===== config.mk =====
export PLATFORM = sky130hd
export DESIGN_NAME = can_tx_arbiter_flat
export DESIGN_NICKNAME = d
export VERILOG_FILES = /design/src/rtl/can_tx_arbiter_if.sv /design/src/rtl/can_tx_arbiter.sv /design/src/flat_wrapper.sv
export SDC_FILE = /design/constraint.sdc
export NUM_CORES = 1
export LEC_CHECK = 0
export CAP_MARGIN = 10
export CORE_MARGIN = 8
export CORE_UTILIZATION = 48
export CTS_CLUSTER_SIZE = 28
export DETAILED_ROUTE_END_ITERATION = 7
export HOLD_SLACK_MARGIN = 0.15
export PLACE_DENSITY = 0.95
export RECOVER_POWER = 100
export SYNTH_ARGS = -nofsm -noshare
export SYNTH_HDL_FRONTEND = slang
export SYNTH_SLANG_ARGS = --single-unit

===== constraint.sdc =====
create_clock -name clk -period 11.15 [get_ports clk]
set_input_delay 3.345 -clock clk [delete_from_list [all_inputs] [get_ports clk]]
set_output_delay 3.345 -clock clk [all_outputs]
set_load 0.02 [all_outputs]

===== src/rtl/can_tx_arbiter_if.sv =====
// Requester-side and CAN-transmitter-side handshake bundle for can_tx_arbiter.
// The master modport is the arbiter's view; slave is the surrounding logic's view.
interface can_tx_arbiter_if #(
  parameter int NUM_REQ = 2
);
  logic [NUM_REQ-1:0]    req;
  logic [32*NUM_REQ-1:0] req_data;
  logic [NUM_REQ-1:0]    grant;
  logic [31:0]           tx_data;
  logic                  tx_start;
  logic                  tx_busy;
  logic                  tx_done;
  logic                  tx_error;

  modport master (
    input  req, req_data, tx_busy, tx_done, tx_error,
    output grant, tx_data, tx_start
  );

  modport slave (
    output req, req_data, tx_busy, tx_done, tx_error,
    input  grant, tx_data, tx_start
  );
endinterface


===== src/rtl/can_tx_arbiter.sv =====
// Shares one CAN transmitter among NUM_REQ frame sources by lowest-ID priority, with retry/drop.
// Optional starvation aging is enabled by defining CAN_TX_ARB_AGING_EN.
module can_tx_arbiter #(
  parameter int NUM_REQ   = 2,
  parameter int MAX_RETRY = 3,
  parameter int AGE_LIMIT = 7
) (
  input  logic                 clk,
  input  logic                 n_rst,
  can_tx_arbiter_if.master     bus,
  output logic                 drop_err,
  output logic [7:0]           drop_count,
  output logic                 arb_busy
);

  localparam int IW = (NUM_REQ > 1) ? $clog2(NUM_REQ) : 1;
  localparam int RW = (MAX_RETRY > 0) ? $clog2(MAX_RETRY + 1) : 1;
  localparam logic [RW-1:0] RETRY_MAX = RW'(MAX_RETRY);

  typedef enum logic [2:0] {
    IDLE,
    ARB,
    LAUNCH,
    WAIT_DONE,
    DROP
  } state_t;

  state_t          state, state_nxt;
  logic [IW-1:0]   win_idx;
  logic [15:0]     best_id;
  logic            found;
  logic            any_req;
  logic [31:0]     frame_q;
  logic [RW-1:0]   retry_cnt;

  assign any_req = |bus.req;

`ifdef CAN_TX_ARB_AGING_EN
  localparam int AW = (AGE_LIMIT > 0) ? $clog2(AGE_LIMIT + 1) : 1;
  localparam logic [AW-1:0] AGE_MAX = AW'(AGE_LIMIT);

  logic [AW-1:0] age [NUM_REQ];
  logic          old_found;
`endif

  // Strict '<' keeps the earlier index on an ID tie; a starved requester overrides the ID result.
  always_comb begin
    win_idx = '0;
    best_id = 16'hFFFF;
    found   = 1'b0;
    for (int i = 0; i < NUM_REQ; i++) begin
      if (bus.req[i] && (!found || (bus.req_data[32*i+16 +: 16] < best_id))) begin
        win_idx = IW'(i);
        best_id = bus.req_data[32*i+16 +: 16];
        found   = 1'b1;
      end
    end
`ifdef CAN_TX_ARB_AGING_EN
    old_found = 1'b0;
    for (int i = 0; i < NUM_REQ; i++) begin
      if (bus.req[i] && (age[i] == AGE_MAX) && !old_found) begin
        win_idx   = IW'(i);
        old_found = 1'b1;
      end
    end
`endif
  end

  always_comb begin
    state_nxt = state;
    case (state)
      IDLE:      if (any_req) state_nxt = ARB;
      ARB:       state_nxt = any_req ? LAUNCH : IDLE;
      LAUNCH:    if (!bus.tx_busy) state_nxt = WAIT_DONE;
      WAIT_DONE: begin
        if (bus.tx_done) begin
          state_nxt = IDLE;
        end else if (bus.tx_error) begin
          state_nxt = (retry_cnt == RETRY_MAX) ? DROP : LAUNCH;
        end
      end
      DROP:      state_nxt = IDLE;
      default:   state_nxt = IDLE;
    endcase
  end

  always_comb begin
    bus.grant = '0;
    if ((state == ARB) && any_req) begin
      bus.grant[win_idx] = 1'b1;
    end
  end

  assign bus.tx_start = (state == LAUNCH) && !bus.tx_busy;
  assign bus.tx_data  = frame_q;
  assign drop_err     = (state == DROP);
  assign arb_busy     = (state != IDLE);

  // frame_q is only loaded in ARB, so retries always resend the identical word.
  always_ff @(posedge clk or negedge n_rst) begin
    if (!n_rst) begin
      state      <= IDLE;
      frame_q    <= 32'hFFFF_FFFF;
      retry_cnt  <= '0;
      drop_count <= 8'd0;
    end else begin
      state <= state_nxt;
      if ((state == ARB) && any_req) begin
        frame_q <= bus.req_data[32*win_idx +: 32];
      end
      if (state == WAIT_DONE) begin
        if (bus.tx_done) begin
          retry_cnt <= '0;
        end else if (bus.tx_error && (retry_cnt != RETRY_MAX)) begin
          retry_cnt <= retry_cnt + 1'b1;
        end
      end
      if (state == DROP) begin
        retry_cnt <= '0;
        if (drop_count != 8'hFF) begin
          drop_count <= drop_count + 8'd1;
        end
      end
    end
  end

`ifdef CAN_TX_ARB_AGING_EN
  always_ff @(posedge clk or negedge n_rst) begin
    if (!n_rst) begin
      for (int i = 0; i < NUM_REQ; i++) age[i] <= '0;
    end else if (state == ARB) begin
      for (int i = 0; i < NUM_REQ; i++) begin
        if (!bus.req[i] || (i == int'(win_idx))) begin
          age[i] <= '0;
        end else if (age[i] != AGE_MAX) begin
          age[i] <= age[i] + 1'b1;
        end
      end
    end
  end
`endif

endmodule


===== src/flat_wrapper.sv =====
// flat-port wrapper written by rule: the top's interface ports become plain ports
module can_tx_arbiter_flat 
#(
  parameter int NUM_REQ   = 2,
  parameter int MAX_RETRY = 3,
  parameter int AGE_LIMIT = 7
)
  (clk, n_rst, drop_err, drop_count, arb_busy, bus_req, bus_req_data, bus_tx_busy, bus_tx_done, bus_tx_error, bus_grant, bus_tx_data, bus_tx_start);
  can_tx_arbiter_if #(.NUM_REQ(NUM_REQ)) bus_i ();
  input  logic clk;
  input  logic n_rst;
  output logic drop_err;
  output logic [7:0] drop_count;
  output logic arb_busy;
  input wire logic [$bits(bus_i.req)-1:0] bus_req;
  input wire logic [$bits(bus_i.req_data)-1:0] bus_req_data;
  input wire logic [$bits(bus_i.tx_busy)-1:0] bus_tx_busy;
  input wire logic [$bits(bus_i.tx_done)-1:0] bus_tx_done;
  input wire logic [$bits(bus_i.tx_error)-1:0] bus_tx_error;
  output wire logic [$bits(bus_i.grant)-1:0] bus_grant;
  output wire logic [$bits(bus_i.tx_data)-1:0] bus_tx_data;
  output wire logic [$bits(bus_i.tx_start)-1:0] bus_tx_start;
  assign bus_i.req = bus_req;
  assign bus_i.req_data = bus_req_data;
  assign bus_i.tx_busy = bus_tx_busy;
  assign bus_i.tx_done = bus_tx_done;
  assign bus_i.tx_error = bus_tx_error;
  assign bus_grant = bus_i.grant;
  assign bus_tx_data = bus_i.tx_data;
  assign bus_tx_start = bus_i.tx_start;
  can_tx_arbiter #(.NUM_REQ(NUM_REQ), .MAX_RETRY(MAX_RETRY), .AGE_LIMIT(AGE_LIMIT)) u_core (.clk(clk), .n_rst(n_rst), .bus(bus_i), .drop_err(drop_err), .drop_count(drop_count), .arb_busy(arb_busy));
endmodule

==> out/results.tsv <==
stage	metric	value	unit
status	status	finished, violations left	
status	failing checks	max-capacitance violations, max-slew violations	
place	routability cong.	0.813	
detailed_routing	drt first pass iters	4	
clocking	Clock Sinks	45	
pwr	Sw Share	38.5	%
timing	Slew Limit Fails	46	
place	# port buffers	115	
clocking	CTS buffer count	5	
synth	sequential-to-total area share from yosys stat	38.1	%
grt	initial antenna violation count	0	
setup_path	Worst setup EP type	output port	
timing	Tightest Pin Transition	2.36	ns
pwr	Comb pwr share	51.5	%
place	Post-DP HPWL	6880	µm
synth	Syn Nets	434	
setup_path	CP arrival	6.34	ns
floorplanning	Initial Util	49.0	%
cells_and_area	Fill cells	498	
run	Max-cap violations	1	
setup_path	CP Launch Type	input port	
setup_path	Critical Setup Path Class	input port to output port	
synth	cell taking the most area after synthesis	dfstp_2	
synth	Synth Cell Area	3060	µm²
timing	Setup Skew	0.00737	ns
timing	final worst path period share	86.8	%
setup_path	critical-path maximum fanout	22	
grt	total track usage	20.5	%
pwr	Sw Pwr	0.000349	W
timing	unrepaired setup endpoints after global routing	no	
pwr	pwr dens	211	nW/µm²
floorplanning	core region area	6240	µm²
synth	EDFF count, synth	0	
synth	most common cell in the netlist	a21oi_1	
clocking	Clock Root Buffer	clkbuf_8	
synth	Ys Warns	0	
clocking	post-CTS resize count	0	
clocking	CTS Hold Bufs	0	
worst_hold_path	HP Class	flip-flop to flip-flop	
clocking	Clock H-tree levels	2	
detailed_routing	initial DRC count	164	
grt	grt total ovfl	0	
grt	vias in the first global route	3137	
floorplanning	IO Pins	116	
cells_and_area	Final nets	536	
synth	Cells after Synth	346	
clocking	clk_lat worst skew	0.30	ns
clocking	TritonCTS clock tree	done	
grt	largest net degree at the start of global routing	66	
cells_and_area	diode count	0	
synth	Synth cell types	35	
detailed_routing	DR vias/cell	5.77	
timing	Final Critical Period	9.68	ns
detailed_routing	Via Count	3034	
detailed_routing	DRC	0	
setup_path	Critical Path RT	7.81	ns
synth	Most used DFF post-synth	dfstp_2	
setup_path	CP max-delay cell	dlygate4sd3_1	
clocking	setup bufs post-CTS	0	
floorplanning	Rows	29	
synth	Synth async-reset ratio	100	%
floorplanning	Die Area	9180	µm²
detailed_routing	Routed WL per cell	18.0	µm
floorplanning	die height	95.8	µm
setup_path	worst reg2reg setup slack	8.33	ns
detailed_routing	Routed WL	9440	µm
synth	synth cell count leaders	a21oi_1, nor2_1, nor2b_1, a221o_1, dfstp_2	
timing	Setup TNS Final	0	ns
synth	Synth top area share	27.5	%
synth	synth top area cells	dfstp_2, a21oi_1, dfrtp_1	
pwr	internal power	0.000558	W
cells_and_area	Area growth syn-to-layout	40.8	%
pwr	clock share of power	14.4	%
setup_path	slowest stage delay, CP	0.93	ns
cells_and_area	layout cells sized above 1	10.2	%
clocking	CTS clk-pin slew, worst paths	0.09	ns
setup_path	crit-path cells	dlygate4sd3_1, nor2b_1, ha_1, a211oi_1, nor2_1, a21oi_1, nand4b_1, a21oi_1, dlygate4sd3_1	
pwr	leak pwr	1.74	nW
timing	final-report hold violation count	0	
synth	register bit count reported by yosys	45	
grt	first-pass GRT wire length	15000	µm
pwr	register share of total power	34.1	%
timing	Max Clock Freq	103	MHz
clocking	Max Root-Sink Buffers	2	
detailed_routing	post-route ant nets	0	
synth	synthesized area per cell	8.84	µm²
timing	Final Setup Violations	0	
timing	worst rel slew slack	-57.5	%
pwr	PnR Total Power	0.000907	W
pwr	peak supply drop	145	µV
floorplanning	Die Width	95.8	µm
==> critical path: cells and delay by family <==
| kind | cells | cell delay (ns) |
|---|---|---|
| compound gates | 3 | 0.60 |
| fa+ha+maj | 1 | 0.26 |
| buf+inv | 2 | 1.63 |
| simple gates | 3 | 0.49 |
==> registers in the layout (all words and copies together), names as in the netlist <==
name / flops
u_core.bus.tx_data: 32
u_core.drop_count: 8
u_core.state: 3
u_core.retry_cnt: 2
==> final timing paths <==
| kind | from | to | cells after the start |
|---|---|---|---|
| min in group asynchronous | n_rst | u_core.drop_count[6] | 1 |
| max | bus_req[0] | bus_grant[1] | 9 |
| max reg2reg | u_core.state[2] | u_core.bus.tx_data[5] | 6 |
| min | u_core.drop_count[6] | u_core.drop_count[6] | 1 |
| min reg2reg | u_core.drop_count[6] | u_core.drop_count[6] | 1 |
| max in group asynchronous | n_rst | u_core.state[1] | 1 |
==> layout make-up <==
type | count | area, µm² | share of cell area [%]
well taps | 77 | 96.3 | 2.24
repair buffers | 120 | 1180 | 27.4
flip-flops and latches | 45 | 1170 | 27.1
multi-input cells | 274 | 1740 | 40.4
inverters | 2 | 7.51 | 0.174
clock buffers | 7 | 86.3 | 2.01
clock inverters | 1 | 30.0 | 0.698
==> routing by layer <==
layer | vias to the layer above | global-route usage [%] | routed length, µm
li1 | 1456 | - | -
met1 | 1453 | 22.0 | 3680
met2 | 108 | 36.0 | 4710
met3 | 17 | 8.03 | 868
met4 | 0 | 6.53 | 184
met5 | - | 0 | 0
==> cell usage in the layout, fill, tap and decap left out, drive strengths merged, types with 3 or more instances in the layout <==
master / synthesis / layout
dfstp: 32 / 32
clkbuf: 14 / 9
dlygate4sd3: 0 / 47
a21oi: 75 / 75
dfrtp: 13 / 13
a221o: 32 / 32
xnor2: 3 / 3
nand4: 4 / 4
nor2: 49 / 49
nor2b: 49 / 49
clkdlybuf4s50: 0 / 67
buf: 10 / 4
nor3: 4 / 4
nand2: 11 / 11
xor2: 4 / 4
nand2b: 6 / 6
o21ai: 4 / 4
ha: 17 / 17
==> cells by family (layout without fill, tap and decap cells) <==
family	count (synthesis)	count (layout)	share of synthesized area [%]
AND/OR/NAND/NOR	131	131	22.2
AO/OA/AOI/OAI	117	117	24.9
flip-flops	45	45	38.1
buffers and inverters	27	130	5.11
adder cells (fa/ha/maj)	17	17	6.96
XOR/XNOR	7	7	2.00
multiplexers	2	2	0.696
==> power by group through the flow <==
| stage | logic, W | clock network, W | registers (W) |
|---|---|---|---|
| global route | 0.000510 | 0.000142 | 0.000318 |
| global placement | 0.000477 | 0 | 0.000310 |
| floorplan | 0.000231 | 0 | 0.000378 |
| CTS | 0.000495 | 0.000134 | 0.000312 |
| finish | 0.000467 | 0.000131 | 0.000309 |
| detailed placement | 0.000493 | 0 | 0.000315 |
==> metrics by stage <==
stage          instance area, µm²  std cells  worst slack [ns]  hold WS [ns]  util [%]
5_1_grt                      4300        526              1.18         0.517      69.0
6_report                     4300        526              1.47         0.498      69.0
2_1_floorplan                3060        346              2.70         0.471         -
3_3_place_gp                 4200        518              1.70         0.481      67.3
3_5_place_dp                 4200        518              1.65         0.490      67.3
4_1_cts                      4320        526              1.61         0.509      69.2
Power figures use the tool's default switching activity.
